### config.mk
export PLATFORM = sky130hd
export DESIGN_NAME = btn_counter
export DESIGN_NICKNAME = d
export VERILOG_FILES = /design/src/rtl/btn_counter.sv
export SDC_FILE = /design/constraint.sdc
export NUM_CORES = 1
export LEC_CHECK = 0
export CORE_UTILIZATION = 37
export DETAILED_ROUTE_END_ITERATION = 10
export PLACE_DENSITY = 0.59
export RECOVER_POWER = 100
export SYNTH_ARGS = -nofsm -noshare
export SYNTH_HDL_FRONTEND = slang
export SYNTH_SLANG_ARGS = --single-unit
### constraint.sdc
create_clock -name clk -period 5.7 [get_ports clk]
set_input_delay 0.57 -clock clk [delete_from_list [all_inputs] [get_ports clk]]
set_output_delay 0.57 -clock clk [all_outputs]
set_load 0.01 [all_outputs]
### src/rtl/btn_counter.sv
// Push-button up/down counter with load: two debounced buttons and a load switch
// maintain an N-bit count bounded by MAX, with wrap or saturate at the limits.

module btn_debounce #(
    parameter int DEB_CYCLES = 500000
) (
    input  logic clk,
    input  logic rst_n,
    input  logic i_s,
    output logic o_pulse
);
    // state        | meaning
    // RELEASED     | button idle, waiting for a low level
    // PRESS_WAIT   | low seen, counting stable-low cycles
    // PRESSED      | press accepted, waiting for a high level
    // RELEASE_WAIT | high seen, counting stable-high cycles
    localparam int CW = $clog2(DEB_CYCLES) + 1;
    localparam logic [CW-1:0] CNT_LAST = CW'(DEB_CYCLES - 1);

    typedef enum logic [1:0] {RELEASED, PRESS_WAIT, PRESSED, RELEASE_WAIT} state_t;

    state_t          r_state, w_state_nxt;
    logic [CW-1:0]   r_cnt, w_cnt_nxt;

    always_ff @(posedge clk or negedge rst_n) begin
        if (!rst_n) begin
            r_state <= RELEASED;
            r_cnt   <= '0;
        end else begin
            r_state <= w_state_nxt;
            r_cnt   <= w_cnt_nxt;
        end
    end

    always_comb begin
        w_state_nxt = r_state;
        w_cnt_nxt   = r_cnt;
        case (r_state)
            RELEASED: if (!i_s) begin
                w_state_nxt = PRESS_WAIT;
                w_cnt_nxt   = '0;
            end
            PRESS_WAIT: begin
                if (i_s)                    w_state_nxt = RELEASED;
                else if (r_cnt == CNT_LAST) w_state_nxt = PRESSED;
                else                        w_cnt_nxt   = r_cnt + CW'(1);
            end
            PRESSED: if (i_s) begin
                w_state_nxt = RELEASE_WAIT;
                w_cnt_nxt   = '0;
            end
            RELEASE_WAIT: begin
                if (!i_s)                   w_state_nxt = PRESSED;
                else if (r_cnt == CNT_LAST) w_state_nxt = RELEASED;
                else                        w_cnt_nxt   = r_cnt + CW'(1);
            end
            default: w_state_nxt = RELEASED;
        endcase
    end

    // Pulse coincides with the PRESS_WAIT -> PRESSED transition edge.
    always_comb begin
        o_pulse = (r_state == PRESS_WAIT) && !i_s && (r_cnt == CNT_LAST);
    end
endmodule

module btn_counter #(
    parameter int N          = 6,
    parameter int MAX        = 63,
    parameter int DEB_CYCLES = 500000,
    parameter int WRAP       = 1
) (
    input  logic         clk,
    input  logic         rst_n,
    input  logic         btn_up_n,
    input  logic         btn_dn_n,
    input  logic         load,
    input  logic [N-1:0] load_val,
    output logic [N-1:0] number,
    output logic         wrap_pulse
);
    localparam logic [N-1:0] MAX_V = N'(MAX);

    logic         r_up_meta, r_up_s, r_dn_meta, r_dn_s;
    logic         r_ld_meta, r_ld_s, r_ld_prev;
    logic [N-1:0] r_number;
    logic         r_wrap;
    logic         w_up_pulse, w_dn_pulse, w_load_rise;
    logic [N-1:0] w_load_sat;

    // Buttons idle high, so their synchronisers reset to the released level.
    always_ff @(posedge clk or negedge rst_n) begin
        if (!rst_n) begin
            r_up_meta <= 1'b1;
            r_up_s    <= 1'b1;
            r_dn_meta <= 1'b1;
            r_dn_s    <= 1'b1;
            r_ld_meta <= 1'b0;
            r_ld_s    <= 1'b0;
            r_ld_prev <= 1'b0;
        end else begin
            r_up_meta <= btn_up_n;
            r_up_s    <= r_up_meta;
            r_dn_meta <= btn_dn_n;
            r_dn_s    <= r_dn_meta;
            r_ld_meta <= load;
            r_ld_s    <= r_ld_meta;
            r_ld_prev <= r_ld_s;
        end
    end

    btn_debounce #(.DEB_CYCLES(DEB_CYCLES)) u_deb_up (
        .clk(clk), .rst_n(rst_n), .i_s(r_up_s), .o_pulse(w_up_pulse)
    );
    btn_debounce #(.DEB_CYCLES(DEB_CYCLES)) u_deb_dn (
        .clk(clk), .rst_n(rst_n), .i_s(r_dn_s), .o_pulse(w_dn_pulse)
    );

    assign w_load_rise = r_ld_s & ~r_ld_prev;
    assign w_load_sat  = (load_val > MAX_V) ? MAX_V : load_val;

    always_ff @(posedge clk or negedge rst_n) begin
        if (!rst_n) begin
            r_number <= '0;
            r_wrap   <= 1'b0;
        end else begin
            r_wrap <= 1'b0;
            if (w_load_rise) begin
                r_number <= w_load_sat;
            end else if (w_up_pulse && w_dn_pulse) begin
                r_number <= r_number;
            end else if (w_up_pulse) begin
                if (r_number >= MAX_V) begin
                    if (WRAP != 0) begin
                        r_number <= '0;
                        r_wrap   <= 1'b1;
                    end
                end else begin
                    r_number <= r_number + N'(1);
                end
            end else if (w_dn_pulse) begin
                if (r_number == '0) begin
                    if (WRAP != 0) begin
                        r_number <= MAX_V;
                        r_wrap   <= 1'b1;
                    end
                end else begin
                    r_number <= r_number - N'(1);
                end
            end
        end
    end

    assign number     = r_number;
    assign wrap_pulse = r_wrap;
endmodule

Yosys cells after proc, flatten, opt, wreduce, memory -nomap -nowiden
Index checks and enable logic that the tools add are counted.

Output and inout bits: 7. Word-level logic and storage cells: 97. Register bits: 58. Input port bits: 11.

Equal/unequal tests: 21. Bitwise logic cells: 2. Order comparisons: 2. Reductions and logical operators: 16. $add $sub $neg: 4. Multiplexer cells: 39.

Operators with widths (count): $mux 20 (10); $pmux 20 s4 (2); $mux 6 (7); $add 20x1->20 const B (2); $eq 20x19->1 const B (2); $mux 2 (12); $ne 2x2->1 const B (9); $pmux 2 s4 (2); $reduce_and 4->1 (4); $ne 3x2->1 const B (4); $eq 2x2->1 const B (4); $add 6x1->6 const B (1); $ge 6x6->1 const B (1); $gt 6x6->1 const B (1); $logic_not 6->1 (1); $mux 1 (6); $sub 6x1->6 const B (1); $logic_and 1x1->1 (5); $eq 2x1->1 const B (2); $logic_not 2->1 (2); $reduce_bool 3->1 (1); $logic_not 1->1 (2); $reduce_and 2->1 (1); $and 1x1->1 (1); $not 1->1 (1).

Depth between registers and ports, before layout
Depth in word-level cells: 7. Depth in mapped cells: 8. Gate-level depth less buffers: 7.

Hierarchy
Synthesis repeated with hierarchy kept, for this count alone.

Cells, all modules: 388. Area, all modules: 3609.7 µm².

Modules (own cells, without submodules): btn_debounce at u_deb_dn (cells an instance 154, seq. area each 550.5 µm², instances 1, area an instance 1457.6 µm²); btn_debounce at u_deb_up (cells an instance 145, seq. area each 550.5 µm², instances 1, area an instance 1317.5 µm²); btn_counter (cells an instance 89, seq. area each 355.3 µm², instances 1, area an instance 834.6 µm²).

Worst setup path after synthesis
OpenSTA, ideal clock, no wires.

Path type: register to register. Start: register u_deb_dn.r_cnt[0]. End: register u_deb_dn.r_cnt[3]. Clock period less this slack: 2.010 ns. Required time: 5.565 ns. Setup time: 0.135 ns. Setup slack: 3.690 ns. Path buffers: 1. Cell stages (with the launch flop): 9. Arrival: 1.875 ns. Cells stage by stage: dfrtp_1 -> ha_1 -> and4_1 -> buf_2 -> and3_1 -> a31oi_2 -> and4_1 -> xnor2_1 -> nor2_1.

Longest elaborated chain between the ends: 4. Elaborated cells on any way between the ends: 6. Classes of those cells: 1 x add/sub; 1 x eq/ne; 4 x mux.

Ends and longest elaborated chain: start, declared (line 23) `logic [CW-1:0] r_cnt, w_cnt_nxt;`; start signal, assigned (line 31) `r_cnt <= w_cnt_nxt;`; $add 20x1->20 or $eq 20x19->1 (tied branches); $mux 20 (*) (line 45, 54); $mux 20 (on tied branches) (line 53, 44); $pmux 20 s4 (*) (line 38) `case (r_state)`.

Mark *: on every way between the ends. The rest lies on a longest branch, timed or not. The select of a mux whose other input is x is not followed. A chain may end at the register's enable or synchronous reset.

==> results <==
- The worst pin sits at a relative slew slack of -1.072.
- In this run the number of cells on the critical path is 2.
- The clock tree buffer depth is 2.
- Based on the critical path, the design can be clocked at up to 0.3186 GHz.
- The clock transition at the registers of the reported paths is 0.06 ns.
- The internal power is 657.4 uW.
- After synthesis, the cell types taking the most area are dfrtp_1 (42%), xor2_1 (6.8%), nor2_1 (5.3%).
- Along the worst path, the maximum fanout reaches 58.
- The initial antenna violation count is 0.
- In the final layout, the share of cells above drive strength 1 is 0.06504.
- The number of distinct library cell variants in the gate-level netlist after synthesis is 50.
- The synthesized instance count is 347.
- The commonest cells after synthesis are dfrtp_1 (54), nor2_1 (46), nand2_1 (31).
- The post-detailed-route DRC marker count is 0.
- For the pin with the worst max-slew slack, the measured transition is 3.108 ns.
- The clock tree from TritonCTS is built.
- The total of fill cells in the finished design is 811.
- On the worst path, the slowest cell contributes a delay of 2.17 ns.
- The average cell area after synthesis is 9.339 um^2.
- The switching portion of total power is 0.2755.
- The data required time of the critical path is 5.45 ns.
- The total power density per cell area is 250.1 mW/mm^2.
- Once layout is complete, the utilization of the core stands at 0.4350.
- The growth of design area from synthesis to finish is 11.97%.
- The arrival time reported for the critical path endpoint is 2.89 ns.
- The share of flip-flops with an asynchronous set or reset after synthesis is 1.000.
- The tree is rooted in a clkbuf_8.
- The primary flip-flop cell chosen by synthesis mapping is dfrtp_1.
- The floorplan step defined a die boundary enclosing 0.009136 mm^2.
- The kind of cell with the highest combined delay along the critical path is buffers and inverters.
- Buffers inserted to repair hold after CTS numbered 0.
- The final count of negative-setup-slack endpoints is 0.
- The number of global-route vias before repair is 2,415.
- After legalization and detailed placement, the total HPWL measured 4.604 mm.
- The final hold violation count is 0.
- The placeable core region is 0.008341 mm^2.
- Of the post-synthesis cell area, the dominant cell type holds 0.4170.
- Summed over all instances, the cell type with the most area after synthesis is dfrtp_1.
- In this run, CTS created clock tree buffers numbering 9.
- For this run, the total global-route usage over all layers was measured as 0.1656.
- After global routing the overflow that remains totals 0.
- After routing, the total negative slack on setup checks comes to 0 ns.
- The clock drives 58 sinks.
- The number of nets handed over by synthesis was 363.
- The sequential group share of total power is 0.501.
- In this run the tool buffered the top-level ports with 17 buffer cells.
- The endpoint class of the critical path is an asynchronous set/reset pin.
- The via-per-instance ratio is 5.473.
- For the worst flop-to-flop path, the logic depth is 7.
- The post-route antenna net violation count is 0.
- After detailed routing, the total wire length is 6.778 mm.
- The type of origin of the critical path is a primary input.
- The initial DRC count is 134.
- Counting I/O delays and the setup requirement, the final critical path takes 3.139 ns.
- The H-tree was split into 3 levels.
- The largest net degree at the start of global routing is 59.
- The worst hold path cell count is 0.
- The repair_antennas step left the layout with diodes totalling 0.
- The final weighted congestion in routability-driven placement is 0.7918.
- Setup repair after global routing left no endpoint under its margin.
- The number of maximum-capacitance constraint violations is 1.
- The die is 95.59 um tall.
- The die boundary width is 95.59 um.
- At the end of the flow, the number of nets in the layout was 380.
- The path class of the tightest hold or removal check is flip-flop to flip-flop.
- Summed over all nets, the switching power comes to 250.0 uW.
- In this run the cell area of the synthesized design comes to 0.003241 mm^2.
- The proportion of synthesized chip area in sequential cells is 0.4494.
- Yosys instantiated no cell more often than dfrtp_1.
- The via total after detailed routing is 2,594.
- The overall power of the completed layout is 907.4 uW.
- After detailed routing, the average wire length per cell comes to 14.30 um.
- Traced cell by cell, the critical path runs through buf_2 > clkbuf_1.
- The final count of pins violating max slew was 59.
- VDD sags by at most 0.0001261 V.
- The setup path with the least slack is of type primary input to asynchronous set/reset pin.
- After clock tree synthesis, the repair step resized 0 gates.
- The register bit total from synthesis is 58.
- The flow ran to the end, but the final reports show violations.
- Together, buffers and inverters on the worst path number 2.
- The leakage power figure is 0.001522 uW.
- In this run the post-CTS setup repair buffer count came out at 0.
- The first TritonRoute pass finished after 4 iterations.
- The yosys synthesis warning count is 0.
- The number of cell rows is 33.
- Dividing the final minimum period by the clock period gives 0.5507.
- The first-pass GRT wire length is 11.54 mm.
- Yosys mapped a number of flops with a built-in enable equal to 0.
- The number of top-level design ports is 18.
- The checks that failed: capacitance limit, slew limit.
- The initial utilization of the core area, before any placement, comes to 0.3885.
- At the later pin of the worst-skew pair, clock insertion delay measures 0.35 ns.
- Of the total power, combinational logic draws 0.124.
- Of the total power, the clock network draws 0.374.
- Between clock sinks in the finished design, the worst skew comes to 0.01732 ns.
- On the critical path, the stage with the largest delay is an instance of clkbuf_1.
-- layout make-up --
| type | count | area (um^2) | area share |
|---|---|---|---|
| clock inverters | 3 | 15.01 | 0.004138 |
| inverters | 7 | 26.28 | 0.007241 |
| well taps | 105 | 131.4 | 0.03621 |
| clock buffers | 13 | 158.9 | 0.04379 |
| multi-input cells | 270 | 1672 | 0.4607 |
| repair buffers | 18 | 168.9 | 0.04655 |
| flip-flops and latches | 58 | 1456 | 0.4014 |
-- power by group through the flow --
stage               sequential (uW)  clock (uW)  combinational [uW]
floorplan                       457           0                75.9
global placement                462           0                 117
detailed placement              462           0                 118
CTS                             455         354                 118
global route                    458         372                 131
finish                          455         340                 113
-- final timing paths --
path	slack [ns]	endpoint	start
max reg2reg	3.20	u_deb_up.r_cnt[8]$_DFFE_PN0P_	u_deb_up.r_cnt[0]$_DFFE_PN0P_
min	0.35	r_ld_s$_DFF_PN0_	r_ld_meta$_DFF_PN0_
max	2.56	u_deb_up.r_state[0]$_DFFE_PN0P_	rst_n
min in group asynchronous	1.33	u_deb_up.r_cnt[14]$_DFFE_PN0P_	rst_n
max in group clk	3.20	u_deb_up.r_cnt[8]$_DFFE_PN0P_	u_deb_up.r_cnt[0]$_DFFE_PN0P_
min reg2reg	0.35	r_ld_s$_DFF_PN0_	r_ld_meta$_DFF_PN0_
-- kinds of logic after synthesis --
kind of cell,count (synthesis),share of synthesized area
flip-flops,58,0.4494
AND/OR/NAND/NOR,168,0.2799
XOR/XNOR,31,0.08378
buffers and inverters,19,0.02394
adder cells (fa/ha/maj),6,0.02239
AO/OA/AOI/OAI,62,0.1313
multiplexers,3,0.009267
-- placed cells by master, fill, tap and decap left out, drive strengths merged, types with 4 or more instances in the layout --
master and count:
or3 4, xor2 25, nor2 46, clkdlybuf4s50 6
inv 7, o21ai 26, dfstp 4, nand4 13
dfrtp 54, and3 9, and4 8, a21oi 9
nand3 30, nor2b 4, xnor2 6, nor4b 5
nand2 31, nor3 7, dlygate4sd3 10, clkbuf 14
ha 5, o31ai 7
-- stage by stage --
stage | hold slack, ns | setup WS [ns] | std cells | area, um^2
final | 0.3510 | 2.561 | 474 | 3628
after global routing | 0.3688 | 1.807 | 474 | 3628
after CTS | 0.3571 | 3.236 | 474 | 3667
after detailed placement | 0.3435 | 3.260 | 458 | 3493
after global placement | 0.3375 | 3.351 | 458 | 3493
after floorplan | 0.2744 | 3.690 | 347 | 3241
-- flip-flops by register name, indices dropped and copies added (netlist names), named ones only --
register          flops
r_up_meta             1
u_deb_up.r_cnt       20
r_ld_s                1
r_ld_prev             1
u_deb_up.r_state      1
r_ld_meta             1
r_dn_meta             1
number                6
wrap_pulse            1
u_deb_dn.r_cnt       20
r_dn_s                1
u_deb_dn.r_state      1
r_up_s                1
-- routing by layer --
layer	vias up	GRT usage	routed length, um
met5	-	0	0
met4	0	0.05224	83
met3	7	0.05024	289
met2	49	0.2494	3096
met1	1257	0.2267	3309
li1	1281	-	-
Note: power is estimated with default switching activity, not from simulation.
